File: src/rtl/perf_readout.sv
// Performance counter read-out: live cycle/instruction counters, snapshot on
// halt / watchdog / host request, framed 16-bit stream. Optional stall counter under PERF_STALL_COUNT_EN.
module perf_readout #(
  parameter int unsigned WATCHDOG = 100000,
  parameter logic [7:0]  HDR_TAG  = 8'hC5
) (
  input  logic        clk,
  input  logic        rst_n,
  input  logic        isHalt,
  input  logic        W_v,
  input  logic [15:0] numIns,
  input  logic        rd_req,
  input  logic        out_ready,
  output logic        out_valid,
  output logic [15:0] out_data,
  output logic        out_last,
  output logic        busy,
  output logic        halted
);

  localparam logic [2:0] S_IDLE   = 3'd0;
  localparam logic [2:0] S_HDR    = 3'd1;
  localparam logic [2:0] S_CYC_LO = 3'd2;
  localparam logic [2:0] S_CYC_HI = 3'd3;
  localparam logic [2:0] S_INS_LO = 3'd4;
  localparam logic [2:0] S_INS_HI = 3'd5;
  localparam logic [2:0] S_STL_LO = 3'd6;
  localparam logic [2:0] S_STL_HI = 3'd7;

`ifdef PERF_STALL_COUNT_EN
  localparam logic [2:0] S_FINAL = S_STL_HI;
  localparam logic       STL_BIT = 1'b1;
`else
  localparam logic [2:0] S_FINAL = S_INS_HI;
  localparam logic       STL_BIT = 1'b0;
`endif

  logic [2:0]  state, nxt;
  logic [31:0] cyc, ins, cyc_nx, ins_nx, snap_cyc, snap_ins;
  logic [32:0] ins_sum;
  logic        wd_fired, pend_halt, pend_wd;
  logic        run, halt_rise, wd_hit, hs, accept, f_halt, f_wd, fire;
  logic [15:0] nxt_word;

`ifdef PERF_STALL_COUNT_EN
  logic [31:0] stl, stl_nx, snap_stl;
`endif

  assign out_valid = (state != S_IDLE);
  assign busy      = (state != S_IDLE);

  // Counters saturate rather than wrap so an overlong run still reads as "huge".
  always_comb begin
    run     = !halted;
    cyc_nx  = (run && cyc != 32'hFFFF_FFFF) ? cyc + 32'd1 : cyc;
    ins_sum = {1'b0, ins} + {17'b0, numIns};
    ins_nx  = (run && W_v) ? (ins_sum[32] ? 32'hFFFF_FFFF : ins_sum[31:0]) : ins;
`ifdef PERF_STALL_COUNT_EN
    stl_nx  = (run && !W_v && stl != 32'hFFFF_FFFF) ? stl + 32'd1 : stl;
`endif
    halt_rise = isHalt && !halted;
    wd_hit    = (WATCHDOG != 0) && !wd_fired && (cyc_nx == WATCHDOG);
    hs        = out_valid && out_ready;
    // The out_last handshake doubles as an IDLE cycle so frames can run back to back.
    accept    = (state == S_IDLE) || (hs && state == S_FINAL);
    f_halt    = halt_rise || pend_halt;
    f_wd      = wd_hit || pend_wd;
    fire      = accept && (f_halt || f_wd || rd_req);
  end

  always_comb begin
    nxt      = S_IDLE;
    nxt_word = 16'h0;
    case (state)
      S_HDR:    nxt = S_CYC_LO;
      S_CYC_LO: nxt = S_CYC_HI;
      S_CYC_HI: nxt = S_INS_LO;
      S_INS_LO: nxt = S_INS_HI;
`ifdef PERF_STALL_COUNT_EN
      S_INS_HI: nxt = S_STL_LO;
      S_STL_LO: nxt = S_STL_HI;
`endif
      default:  nxt = S_IDLE;
    endcase
    case (nxt)
      S_CYC_LO: nxt_word = snap_cyc[15:0];
      S_CYC_HI: nxt_word = snap_cyc[31:16];
      S_INS_LO: nxt_word = snap_ins[15:0];
      S_INS_HI: nxt_word = snap_ins[31:16];
`ifdef PERF_STALL_COUNT_EN
      S_STL_LO: nxt_word = snap_stl[15:0];
      S_STL_HI: nxt_word = snap_stl[31:16];
`endif
      default:  nxt_word = 16'h0;
    endcase
  end

  always_ff @(posedge clk or negedge rst_n) begin
    if (!rst_n) begin
      cyc       <= '0;
      ins       <= '0;
      halted    <= 1'b0;
      wd_fired  <= 1'b0;
      pend_halt <= 1'b0;
      pend_wd   <= 1'b0;
      state     <= S_IDLE;
      out_data  <= '0;
      out_last  <= 1'b0;
      snap_cyc  <= '0;
      snap_ins  <= '0;
`ifdef PERF_STALL_COUNT_EN
      stl       <= '0;
      snap_stl  <= '0;
`endif
    end else begin
      cyc      <= cyc_nx;
      ins      <= ins_nx;
      halted   <= halted | isHalt;
      wd_fired <= wd_fired | wd_hit;
`ifdef PERF_STALL_COUNT_EN
      stl      <= stl_nx;
`endif
      if (fire) begin
        snap_cyc  <= cyc_nx;
        snap_ins  <= ins_nx;
`ifdef PERF_STALL_COUNT_EN
        snap_stl  <= stl_nx;
`endif
        state     <= S_HDR;
        out_data  <= {HDR_TAG, 5'b0, STL_BIT, f_wd, f_halt};
        out_last  <= 1'b0;
        pend_halt <= 1'b0;
        pend_wd   <= 1'b0;
      end else begin
        if (hs) begin
          state    <= nxt;
          out_data <= nxt_word;
          out_last <= (nxt == S_FINAL);
        end
        // Host requests mid-frame are dropped; halt/watchdog wait for the frame to end.
        if (!accept) begin
          pend_halt <= pend_halt | halt_rise;
          pend_wd   <= pend_wd | wd_hit;
        end
      end
    end
  end

endmodule

File: config.mk
export PLATFORM = sky130hd
export DESIGN_NAME = perf_readout
export DESIGN_NICKNAME = d
export VERILOG_FILES = /design/src/rtl/perf_readout.sv
export SDC_FILE = /design/constraint.sdc
export NUM_CORES = 1
export LEC_CHECK = 0
export CAP_MARGIN = 25
export CORE_AREA = 5 5 130 132
export DETAILED_ROUTE_END_ITERATION = 8
export DIE_AREA = 0 0 135 137
export GPL_ROUTABILITY_DRIVEN = 1
export PLACE_DENSITY = 0.72
export REMOVE_ABC_BUFFERS = 1
export SLEW_MARGIN = 25
export SYNTH_ARGS = -nofsm -noshare
export SYNTH_HDL_FRONTEND = slang
export SYNTH_SLANG_ARGS = --single-unit
File: constraint.sdc
create_clock -name clk -period 4.15 [get_ports clk]
set_input_delay 0.415 -clock clk [delete_from_list [all_inputs] [get_ports clk]]
set_output_delay 0.415 -clock clk [all_outputs]
set_load 0.1 [all_outputs]
---- After elaboration in Yosys (flattened, before gate mapping) ----
Cells that the tools add are included.
word-level totals
  bits in read-only memories .............. 0
  output and inout bits ................... 20
  bits in registers ....................... 152
  memories kept ........................... 0
  logic and storage cells ................. 61
  RAM bits ................................ 0
  latch bits .............................. 0
  bits of input ports ..................... 22
operators by class
  mux-type cells .......................... 15
  add/sub/neg operators ................... 2
  shifts and indexed selects .............. 0
  reductions and logical operators ........ 17
  $lt $le $gt $ge ......................... 0
  divide/modulo/power cells ............... 0
  $mul .................................... 0
  bitwise gates (word level) .............. 4
  equality and inequality tests ........... 12
operator list
  cell                                              number
  two-way mux 32 bit                                3
  case mux 16 bit (4 select lines)                  1
  adder 32 x 16 -> 33 bit                           1
  adder 32 x 1 -> 32 bit (second input constant)    1
  == test 32 x 17 -> 1 bit (second input constant)  1
  two-way mux 16 bit                                2
  != test 32 bit (second input constant)            1
  == test 3 x 2 -> 1 bit (second input constant)    4
  == test 3 bit (second input constant)             4
  case mux 3 bit (4 select lines)                   1
  logical AND 1 bit                                 7
  two-way mux 1 bit                                 6
  two-way mux 3 bit                                 2
  logical OR 1 bit                                  5
  bitwise OR 1 bit                                  4
  == test 3 x 1 -> 1 bit (second input constant)    1
  logical NOT 3 bit                                 1
  nonzero test 3 bit                                1
  logical NOT 1 bit                                 2
  != test 2 x 1 -> 1 bit (second input constant)    1
  nonzero test 2 bit                                1

---- Longest topological paths before layout ----
  depth in word-level cells ............... 10
  mapped depth ............................ 13
  mapped depth without buffers ............ 12

---- Worst setup path before layout ----
Ideal clock, no wire load.
  path type ............................... register to register
  start point ............................. register halted
  end point ............................... register snap_cyc[0]
  slack ................................... 0.251 ns
  period minus slack after synthesis ...... 3.899 ns
  arrival ................................. 3.774 ns
  cell stages (with the launch flop) ...... 12
  buffers on the path ..................... 2
  library setup time ...................... 0.125 ns
  data required time ...................... 4.025 ns
  cell sequence ........................... dfrtp_1 and4b_1 clkbuf_1 nand4_1 a2111oi_0 xor2_1 nor4_1 and4b_1 a41oi_4 a21oi_4 buf_12 mux2_4
between the ends
  longest elaborated chain between the ends .. 9
  elaborated cells between the ends (all ways) .. 11
  classes of those cells .................. eq/ne (1); mux (1); reduce/logical (9)
RTL lines
  what                           line  source
  from (decl)                    18    output logic halted
  from (signal assigned)         118   halted <= halted | isHalt;
  logical NOT 1 bit              54    run = !halted;
  logical AND 1 bit              55    cyc_nx = (run && cyc != 32'hFFFF_FFFF) ? cyc + 32'd1 : cyc;
  two-way mux 32 bit             55
  named net cyc_nx[17]           39    logic [31:0] cyc, ins, cyc_nx, ins_nx, snap_cyc, snap_ins;
  == test 32 x 17 -> 1 bit       62    wd_hit = (WATCHDOG != 0) && !wd_fired && (cyc_nx == WATCHDOG);
  logical AND 1 bit              62
  logical OR 1 bit               67    f_wd = wd_hit || pend_wd;
  logical OR 1 bit (2 in a row)  68    fire = accept && (f_halt || f_wd || rd_req);
  logical AND 1 bit              68
  to (signal assigned)           124   snap_cyc <= cyc_nx;
  to (decl)                      39
The timed path passes the listed nets, and every way through them passes these cells.
A chain may end at the register's enable or synchronous reset.

---- Final worst setup path ----
  start point ............................. register cyc[0]
  end point ............................... register snap_ins[16]
between the ends
  longest elaborated chain between the ends .. 9
  elaborated cells between the ends (all ways) .. 10
  classes of those cells .................. add/sub (1); eq/ne (2); mux (1); reduce/logical (6)
RTL lines
  what                                                                            line  source
  from (decl)                                                                     39
  from (signal assigned)                                                          116   cyc <= cyc_nx;
  parallel branches: the longest is 2 deep, another holds adder 32 x 1 -> 32 bit  --
  two-way mux 32 bit (*)                                                          55
  named net cyc_nx[5]                                                             39
  == test 32 x 17 -> 1 bit (*)                                                    62
  logical AND 1 bit (*)                                                           62
  logical OR 1 bit (*)                                                            67
  logical OR 1 bit (*) (2 in a row)                                               68
  logical AND 1 bit (*)                                                           68
  to (signal assigned)                                                            125   snap_ins <= ins_nx;
  to (decl)                                                                       39
Mark *: on every way through the listed nets, which the timed path passes.

==> impl_results.md <==
- CTS tree: yes
- Inst Count DP: about 1000
- Resized Gates After CTS: 0
- Fin crit period: 3.92 ns
- P_sw: roughly 1.9 mW
- Fin Clk Skew: ~0.0086 ns
- Total GRT Usage: 0.238
- Worst path arrival time: 4.24 ns
- # IOs: 42
- Final Max Slew Viols: 0
- # rows: 46
- CTS clk-pin slew, worst paths: 0.07 ns
- Hold WC Path Type: in2async
- Async set-reset flop share out of synthesis: 1.00
- Die Area: around 0.018 mm2
- Period utilization: 0.945
- Worst rel slew slack: 0.335
- Leakage power: between 4 and 5 nW
- Area occupied by multi-input gates: around 0.0042 mm2
- Remaining Overflow, GRT: 0
- Wire length per cell: roughly 21 um
- Layout area overhead: 15.5%
- Sw frac: 0.358
- Sequential fraction of design power: 0.353
- Final Power: 5.17 mW
- WS Path Type: reg2reg
- Peak Freq: ~0.25 GHz
- Netlist cell types: 68
- CP Launch Type: register
- Root Driver: clkbuf_16
- Storage cell area: approximately 0.0038 mm2
- RSZ-0062 raised after global routing: false
- Finished Layout Cells: approximately 1000
- YS warnings: 0
- Number of inserted diodes: 0
- Synth Cell Area: around 0.0084 mm2
- Power Dens Cells: 535 mW/mm2
- Core area: around 0.016 mm2
- Via/cell ratio: just over 6
- # hold bufs at CTS: 0
- Vias in the first global route: 6440
- Htree depth: 4
- Crit-path max FO: 14
- Most used flip-flop cell after synthesis: dfrtp_1
- Antenna-violating nets left: 0
- Num CTS Buffers: 17
- DR DRC count: 0
- DRT iter0 DRCs: 614
- Post-synth EDFFs: 0
- Seq cells post-synth: roughly 150
- Largest net degree at the start of global routing: 104
- Commonest non-fill, non-tap cell in the layout: dfrtp_1
- Element type at the critical path end: register
- First-pass GRT wire length: around 35000 um
- Die X: 135 um
- Post CTS Setup Buffer Count: 0
- Fill count: 1200
- Most frequent cells in the layout: 152 x dfrtp_1, 64 x mux2_4, 55 x nor2_1
- Reg2reg start: cyc[0]
- Post-Synthesis Cells: between 700 and 800
- Initial antenna violation count: 0
- Cell-internal power: 3.32 mW
- Clock Tree Buf Depth: 2
- Status: complete, no violations
- R2R depth: 11
- Layout cells sized above 1: 0.188
- Worst-Skew Late Latency: 0.43 ns
- Max cap viols: 0
- Nets: 843
- PortBufs: 41
- Pre-Repair DR Iteration Count: 5
- Max VDD drop: 0.325 mV
- Detailed Place HPWL: 15100 um
- Initial core utilization: 0.537
- CP required: 4.47 ns
- Clock network power share: 0.316
- Routability Congestion: 0.984
- Die Height: 137 um
- Post-layout util: 0.620
- Measured slew at the worst slew-check pin: 0.995 ns
- Vias: between 6000 and 7000
- Avg Cell Area, Syn: 11.2 um2
- Post-synthesis sequential area ratio: 0.454
- Combinational power share: 0.331
- Fin. Hold Viols: 0
- CP startpoint: cyc[0]
- Final wirelength: about 21000 um
- Number of clock sinks: between 150 and 200
- Final setup viols: 0
final timing paths:
kind,endpoint,slack (ns)
max in group asynchronous,snap_cyc[5],3.17
max reg2reg,snap_ins[16],0.23
max,snap_ins[16],0.23
min in group clk,snap_cyc[11],0.51
min,ins[3],0.06
min reg2reg,snap_cyc[11],0.51
per-stage QoR:
step	setup WS, ns	hold slack [ns]	setup TNS [ns]	instance area (um2)
6_report	0.228	0.0640	0	9670
3_3_place_gp	0.229	0.452	0	9040
4_1_cts	0.110	0.135	0	9660
3_5_place_dp	0.190	0.468	0	9040
5_1_grt	0.0380	0.158	0	9670
2_1_floorplan	-1.04	0.119	-80.19	8090
power by group through the flow:
stage	Sequential [mW]	Combinational (mW)	Clock, mW
floorplan	2.06	1.01	0
global placement	1.84	1.66	0
detailed placement	1.84	1.70	0
CTS	1.82	1.72	1.65
global route	1.85	1.82	1.72
finish	1.83	1.71	1.63
area by class of cell:
| cell class | instances | area share |
|---|---|---|
| Multi-Input combinational cell | 541 | 0.438 |
| Timing Repair Buffer | 74 | 0.0710 |
| Clock buffer | 19 | 0.0458 |
| Clock inverter | 12 | 0.0181 |
| Sequential cell | 152 | 0.393 |
| Inverter | 16 | 0.00621 |
| Tap cell | 216 | 0.0280 |
cell families after synthesis:
family,Yosys count,synth area share
compound gates,192,0.164
xor+xnor,46,0.0481
fa+ha+maj,19,0.0293
buf+inv,57,0.0410
flops,152,0.454
mux,73,0.127
simple gates,211,0.136
Yosys cell counts (3+ instances only):
| cell | instances | area (um2) |
|---|---|---|
| a21oi_1 | 26 | 130 |
| xnor2_1 | 20 | 175 |
| buf_12 | 6 | 120 |
| nand2_1 | 45 | 169 |
| nand3_1 | 15 | 75.1 |
| ha_1 | 18 | 225 |
| inv_1 | 16 | 60.1 |
| dfrtp_1 | 152 | 3800 |
| a41oi_1 | 3 | 26.3 |
| mux2_2 | 9 | 101 |
| or2_2 | 3 | 18.8 |
| or4_1 | 3 | 22.5 |
| a211oi_1 | 10 | 75.1 |
| a221o_1 | 4 | 40.0 |
| xor2_1 | 26 | 228 |
| and3_1 | 16 | 100 |
| clkbuf_1 | 25 | 93.8 |
| buf_2 | 5 | 25.0 |
| nor2_1 | 55 | 206 |
| o21bai_1 | 4 | 30.0 |
| a21o_1 | 11 | 82.6 |
| or3_1 | 5 | 31.3 |
| mux2_4 | 64 | 961 |
| o2111ai_1 | 3 | 26.3 |
| and2_1 | 4 | 25.0 |
| o21ai_0 | 28 | 140 |
| a2111oi_0 | 6 | 52.6 |
| nor3_1 | 10 | 50.1 |
| nor4_1 | 8 | 50.1 |
| a22oi_1 | 43 | 323 |
| nor2b_1 | 5 | 31.3 |
| o22a_1 | 4 | 35.0 |
| o211ai_1 | 3 | 22.5 |
| nand4_1 | 21 | 131 |
| and4_1 | 5 | 43.8 |
| nand3b_1 | 3 | 22.5 |
| a31oi_1 | 20 | 125 |
layer usage:
metal  GRT usage  wire length, um
met1       0.304             9010
met2       0.414            10700
met3      0.0349             1050
met4      0.0817              527
met5           0                0
sequential cells by signal, indices dropped and copies added, names as in the netlist:
name / count
snap_ins: 32
state: 3
halted: 1
ins: 32
pend_wd: 1
out_last: 1
pend_halt: 1
out_data: 16
cyc: 32
snap_cyc: 32
wd_fired: 1
worst max-delay path, stage by stage, from the launching register on:
cell	delay (ns)
dfrtp_1	0.46
ha_1	0.22
nand4_1	0.23
or4_4	0.61
o2111ai_1	0.24
xnor2_1	0.28
nand2_1	0.10
nor3_1	0.53
a41oi_4	0.22
a21oi_4	0.30
buf_4	0.29
mux2_4	0.32
(Power assumes the default switching activity.)
